`config.mk`:
```
export PLATFORM = sky130hd
export DESIGN_NAME = display_scan_controller
export DESIGN_NICKNAME = d
export VERILOG_FILES = /design/src/rtl/display_pkg.sv /design/src/rtl/bcd_to_seg7.sv /design/src/rtl/display_scan_controller.sv
export SDC_FILE = /design/constraint.sdc
export NUM_CORES = 1
export LEC_CHECK = 0
export ABC_AREA = 1
export CAP_MARGIN = 30
export CORE_MARGIN = 2
export CORE_UTILIZATION = 56
export DETAILED_ROUTE_END_ITERATION = 8
export PLACE_DENSITY = 0.88
export SLEW_MARGIN = 20
export SYNTH_ARGS = -nofsm -noshare
export SYNTH_HDL_FRONTEND = slang
export SYNTH_SLANG_ARGS = --single-unit
```
`constraint.sdc`:
```
create_clock -name clk -period 1.9 [get_ports clk]
set_input_delay 0.19 -clock clk [delete_from_list [all_inputs] [get_ports clk]]
set_output_delay 0.19 -clock clk [all_outputs]
set_load 0.005 [all_outputs]
```
`src/rtl/display_pkg.sv`:
```
// Shared types and 7-segment constants for the display scan controller.
// Segment vectors are ordered {g,f,e,d,c,b,a} and are active-high.
package display_pkg;

  localparam int BCD_W = 4;
  localparam int SEG_W = 7;

  typedef enum logic [1:0] {
    IDLE,
    BLANK,
    SHOW
  } scan_state_t;

  localparam logic [SEG_W-1:0] SEG_0    = 7'b0111111;
  localparam logic [SEG_W-1:0] SEG_1    = 7'b0000110;
  localparam logic [SEG_W-1:0] SEG_2    = 7'b1011011;
  localparam logic [SEG_W-1:0] SEG_3    = 7'b1001111;
  localparam logic [SEG_W-1:0] SEG_4    = 7'b1100110;
  localparam logic [SEG_W-1:0] SEG_5    = 7'b1101101;
  localparam logic [SEG_W-1:0] SEG_6    = 7'b1111101;
  localparam logic [SEG_W-1:0] SEG_7    = 7'b0000111;
  localparam logic [SEG_W-1:0] SEG_8    = 7'b1111111;
  localparam logic [SEG_W-1:0] SEG_9    = 7'b1101111;
  localparam logic [SEG_W-1:0] SEG_DASH = 7'b1000000;
  localparam logic [SEG_W-1:0] SEG_OFF  = 7'b0000000;

endpackage

```
`src/rtl/bcd_to_seg7.sv`:
```
// Combinational BCD to 7-segment decoder; codes above 9 render as a dash.
module bcd_to_seg7
  import display_pkg::*;
(
  input  logic [BCD_W-1:0] i_bcd,
  output logic [SEG_W-1:0] o_seg
);

  always_comb begin
    // NOTE: every path assigns o_seg (default arm included), so no latch is inferred.
    case (i_bcd)
      4'd0:    o_seg = SEG_0;
      4'd1:    o_seg = SEG_1;
      4'd2:    o_seg = SEG_2;
      4'd3:    o_seg = SEG_3;
      4'd4:    o_seg = SEG_4;
      4'd5:    o_seg = SEG_5;
      4'd6:    o_seg = SEG_6;
      4'd7:    o_seg = SEG_7;
      4'd8:    o_seg = SEG_8;
      4'd9:    o_seg = SEG_9;
      default: o_seg = SEG_DASH;
    endcase
  end

endmodule

```
`src/rtl/display_scan_controller.sv`:
```
// Scans NUM_DIGITS common-cathode digits over one shared segment bus with double-buffered BCD input.
// Optional: define LEADING_ZERO_BLANK_EN to blank leading zeros on digits above index 0.
module display_scan_controller
  import display_pkg::*;
#(
  parameter int NUM_DIGITS   = 3,
  parameter int SCAN_DIV     = 1000,
  parameter int BLANK_CYCLES = 16
) (
  input  logic                        clk,
  input  logic                        rst_n,
  input  logic                        enable,
  input  logic [BCD_W*NUM_DIGITS-1:0] digits_in,
  input  logic                        digits_valid,
  output logic                        digits_ready,
  output logic [SEG_W-1:0]            segmentos_out,
  output logic [NUM_DIGITS-1:0]       anodos_out,
  output logic                        frame_done
);

  localparam int DATA_W = BCD_W * NUM_DIGITS;
  localparam int CNT_W  = $clog2(SCAN_DIV);
  localparam int IDX_W  = $clog2(NUM_DIGITS);

  localparam logic [CNT_W-1:0] BLANK_LAST = CNT_W'(BLANK_CYCLES - 1);
  localparam logic [CNT_W-1:0] SLOT_LAST  = CNT_W'(SCAN_DIV - 1);
  localparam logic [IDX_W-1:0] IDX_LAST   = IDX_W'(NUM_DIGITS - 1);

  scan_state_t           r_state;
  logic [CNT_W-1:0]      r_slot_cnt;
  logic [IDX_W-1:0]      r_idx;
  logic [DATA_W-1:0]     r_shadow;
  logic [DATA_W-1:0]     r_pending;
  logic                  r_pending_full;
  logic [SEG_W-1:0]      r_seg;
  logic [NUM_DIGITS-1:0] r_anodos;
  logic                  r_frame_done;

  logic                  w_capture;
  logic                  w_frame_end;
  logic                  w_commit;
  logic [BCD_W-1:0]      w_digit;
  logic [SEG_W-1:0]      w_seg_raw;
  logic [SEG_W-1:0]      w_seg;
  logic [NUM_DIGITS-1:0] w_anode;

  assign w_capture   = digits_valid && !r_pending_full;
  assign w_frame_end = (r_state == SHOW) && (r_slot_cnt == SLOT_LAST) && (r_idx == IDX_LAST);
  // A full pending buffer is released only at a frame edge, or straight away while dark.
  assign w_commit    = r_pending_full && ((r_state == IDLE) || (enable && w_frame_end));
  assign w_digit     = r_shadow[r_idx*BCD_W +: BCD_W];
  assign w_anode     = {{(NUM_DIGITS-1){1'b0}}, 1'b1} << r_idx;

  bcd_to_seg7 u_decode (
    .i_bcd (w_digit),
    .o_seg (w_seg_raw)
  );

`ifdef LEADING_ZERO_BLANK_EN
  logic w_lz_blank;

  always_comb begin
    w_lz_blank = (r_idx != '0);
    for (int i = 0; i < NUM_DIGITS; i++) begin
      if ((i >= int'(r_idx)) && (r_shadow[i*BCD_W +: BCD_W] != '0)) w_lz_blank = 1'b0;
    end
  end

  assign w_seg = w_lz_blank ? SEG_OFF : w_seg_raw;
`else
  assign w_seg = w_seg_raw;
`endif

  always_ff @(posedge clk or negedge rst_n) begin
    if (!rst_n) begin
      r_state        <= IDLE;
      r_slot_cnt     <= '0;
      r_idx          <= '0;
      // NOTE: the digit buffers are plain flops, so they are reset like any other state.
      r_shadow       <= '0;
      r_pending      <= '0;
      r_pending_full <= 1'b0;
      r_seg          <= SEG_OFF;
      r_anodos       <= '0;
      r_frame_done   <= 1'b0;
    end else begin
      // NOTE: non-blocking everywhere so every branch reads pre-edge values.
      r_frame_done <= 1'b0;
      if (w_capture) begin
        r_pending      <= digits_in;
        r_pending_full <= 1'b1;
      end
      if (w_commit) begin
        r_shadow       <= r_pending;
        r_pending_full <= 1'b0;
      end
      if (!enable) begin
        r_state    <= IDLE;
        r_slot_cnt <= '0;
        r_idx      <= '0;
        r_seg      <= SEG_OFF;
        r_anodos   <= '0;
      end else begin
        case (r_state)
          IDLE: begin
            r_state    <= BLANK;
            r_slot_cnt <= '0;
            r_idx      <= '0;
          end
          BLANK: begin
            r_slot_cnt <= r_slot_cnt + 1'b1;
            if (r_slot_cnt == BLANK_LAST) begin
              r_state  <= SHOW;
              r_anodos <= w_anode;
              r_seg    <= w_seg;
            end
          end
          SHOW: begin
            if (r_slot_cnt == SLOT_LAST) begin
              r_state      <= BLANK;
              r_slot_cnt   <= '0;
              r_anodos     <= '0;
              r_seg        <= SEG_OFF;
              r_idx        <= (r_idx == IDX_LAST) ? '0 : r_idx + 1'b1;
              r_frame_done <= (r_idx == IDX_LAST);
            end else begin
              r_slot_cnt <= r_slot_cnt + 1'b1;
              r_anodos   <= w_anode;
              r_seg      <= w_seg;
            end
          end
          default: r_state <= IDLE;
        endcase
      end
    end
  end

  assign digits_ready  = !r_pending_full;
  assign segmentos_out = r_seg;
  assign anodos_out    = r_anodos;
  assign frame_done    = r_frame_done;

endmodule
```
==> run metrics <==
status finished, final reports clean; final RePlAce weighted congestion 0.913; clk_skew 0.0122 ns; WL final 4880 um; Setup Viol. Count Final 0; Post-DRT Antenna Nets 0; final-report max-slew violation count 0; sequential share of the synthesized area approximately 49%; Max Freq around 570 MHz; P_leak 0.00154 uW; Post-Route Utilization 69.6%; switching share of power 39.8%; crit path cell chain inv_2 -> nor2_1 -> a221oi_2 -> inv_1 -> ha_1 -> inv_1 -> nand2_1 -> nand3_1 -> nor2_1 -> o21ai_0; via count ~2,100; core region area 4380 sq um; Clk pin slew, worst setup/hold paths 0.10 ns; Post-DP HPWL ~3600 um; crit path from r_idx[1]$_DFFE_PN0P_; power share of the clock group around 15%; Final Instance Area 3050 sq um; syn_nets 323; first-pass GRT wire length around 8500 um; WP data required around 2.1 ns; Final min period 1.75 ns; sw power 1660 uW; Crit Reg-Reg Startpoint r_idx[1]$_DFFE_PN0P_; Critical Path Max Stage Delay 0.46 ns; Buffers & Inverters on Critical Path 3; Die X around 72 um; clock buffer depth 2; number of global-route vias before repair 1,937; I/O pin count 28; RSZ-0062 raised after global routing false; slowest CP cell dfrtp_2; sequential share of power 39.8%; Worst setup SP type register; area growth from synthesis to final layout 19.4%; largest net degree at the start of global routing 36; all-layer global routing usage 21.0%; Hold Vio Cnt, Final 0; Vias/cell 5.32; syn_area_per_cell roughly 8.6 sq um; internal power 2520 uW; htree depth 2; Max Cap Viol 0; CTS tree done; Sink Count 50; worst hold margin 0.485 ns; PortBufs 27; Residual DRC 0; initial core utilization 58.3%; Worst setup EP type register; Synth top area share 49.0%; Setup CP Type register to register; DRT Pass-1 Iters 4; total placed instance area 2910 sq um; die height 71.5 um; Top delay family on crit path compound AO/OA/AOI/OAI gates; gr ovfl total 0; First DRT Iteration DRCs 173; Root Buffer clkbuf_8; Critical Path AT 1.98 ns; setup TNS 0 ns; worst rel slew slack 49.9%; Std-Cell Rows 24; worst vdd ir 0.762 mV; largest cells by area after synthesis dfrtp_1 (49%), nand2_1 (12%), nand3_1 (7.4%), mux2_2 (5.3%), ha_1 (4.9%); initial antenna violation count 0; CTS buffer count 5; Final nets 363; logic gate share of total power 45.0%; Synth cell types 29; number of diodes 0; crit-path max FO 6; worst skew pair latency between 0.3 and 0.4 ns; cell count after synthesis 297; FF+latch count, synth 50; Post-Synthesis Cell Area 2550 sq um; worst slew pin tran 0.751 ns; proportion of layout cells with a drive suffix above 1 between 10% and 20%; post-synth top area cell dfrtp_1; yosys warns 0; Hold Path Class primary input to async pin; Avg WL per Cell 12.5 um; Die Area 5120 sq um; pwr/cell area 1370 nW/um^2; Final period util just over 90%
-- cell usage after synthesis --
master    instances
nand2_1          83
dfrtp_1          50
nand3_1          38
inv_1            26
nor2_1           26
mux2_2           12
ha_1             10
a21oi_1           9
o21ai_0           9
buf_2             4
nand4_1           4
nor2_2            4
buf_6             2
nand2_2           2
nand2_4           2
nor2_4            2
xor2_1            2
a21o_1            1
a21oi_2           1
a221oi_1          1
a31o_2            1
clkbuf_1          1
inv_2             1
nand3_2           1
nand3b_1          1
nor3b_1           1
o21bai_1          1
or2_2             1
xnor2_1           1
-- power groups by stage --
stage	sequential, uW	combinational (uW)	clock, uW
6_report	1670	1880	634
4_1_cts	1660	1840	648
3_5_place_dp	1690	1830	0
5_1_grt	1710	2160	696
2_1_floorplan	1640	1330	0
3_3_place_gp	1670	1760	0
-- cell usage in the layout, fill, tap and decap left out, drive strengths merged --
cell type and instances:
nand2 87, dfrtp 50, nand3 39, nor2 32, inv 28, clkdlybuf4s50 26, buf 13, mux2 12
ha 10, a21oi 10, o21ai 9, clkbuf 5, nand4 4, xor2 2, clkinvlp 2, a221oi 1
o21bai 1, nand3b 1, or2 1, xnor2 1, nor3b 1, a31o 1, a21o 1, dlygate4sd3 1
-- final cells by class --
cell class / count / area (sq um)
timing repair buffer: 40 / 365
tap: 52 / 65.1
multi-input combinational: 213 / 1170
fill: 341 / 1330
sequential: 50 / 1250
inverter: 27 / 101
clock inverter: 3 / 23.8
clock buffer: 5 / 68.8
-- final timing paths --
check	slack, ns	cells past startpoint	to
max in group asynchronous	0.79	3	anodos_out[0]$_DFFE_PN0P_
hold reg to reg	0.49	2	segmentos_out[1]$_DFFE_PN0P_
setup reg to reg	0.15	10	segmentos_out[6]$_DFFE_PN0P_
hold / removal	0.48	2	r_pending[2]$_DFFE_PN0P_
min in group clk	0.49	2	r_pending[8]$_DFFE_PN0P_
setup / recovery	0.15	10	segmentos_out[6]$_DFFE_PN0P_
-- sequential cells by signal, indices dropped and copies added, names as in the netlist --
| register | count |
|---|---|
| r_state | 2 |
| anodos_out | 3 |
| r_slot_cnt | 10 |
| r_pending | 12 |
| r_shadow | 12 |
| frame_done | 1 |
| r_idx | 2 |
| segmentos_out | 7 |
| r_pending_full | 1 |
-- logic make-up after synthesis --
logic type / count (synthesis) / share of synthesized area (%)
xor gates and xnor gates: 3 / 1.03
and+or+nand+nor: 165 / 28.9
adders and majority gates: 10 / 4.90
DFF: 50 / 49.0
AOI/OAI and AO/OA: 23 / 5.14
buffers and inverters: 34 / 5.78
muxes: 12 / 5.29
-- per-layer routing --
layer | GRT usage [%] | up-vias | wire (um)
li1 | - | 1039 | -
met1 | 26.9 | 972 | 2180
met2 | 35.6 | 59 | 2440
met3 | 3.94 | 4 | 208
met4 | 8.18 | 0 | 46
met5 | 0 | - | 0
-- what timing repair did --
| item | in CTS | in global routing |
|---|---|---|
| resized for setup | 0 | 7 |
| setup buffers | 0 | 2 |
| hold endpoints to repair | 33 | 0 |
| hold buffers | 1 | 0 |
| endpoints found under the setup margin | 0 | 12 |
-- through the flow --
step	cells	power (uW)	worst slack [ns]
2_1_floorplan	297	2970	0.148
3_3_place_gp	379	3430	0.150
3_5_place_dp	379	3510	0.0849
4_1_cts	388	4160	0.0543
5_1_grt	390	4570	0.00544
6_report	390	4180	0.152
(Power assumes the default switching activity.)
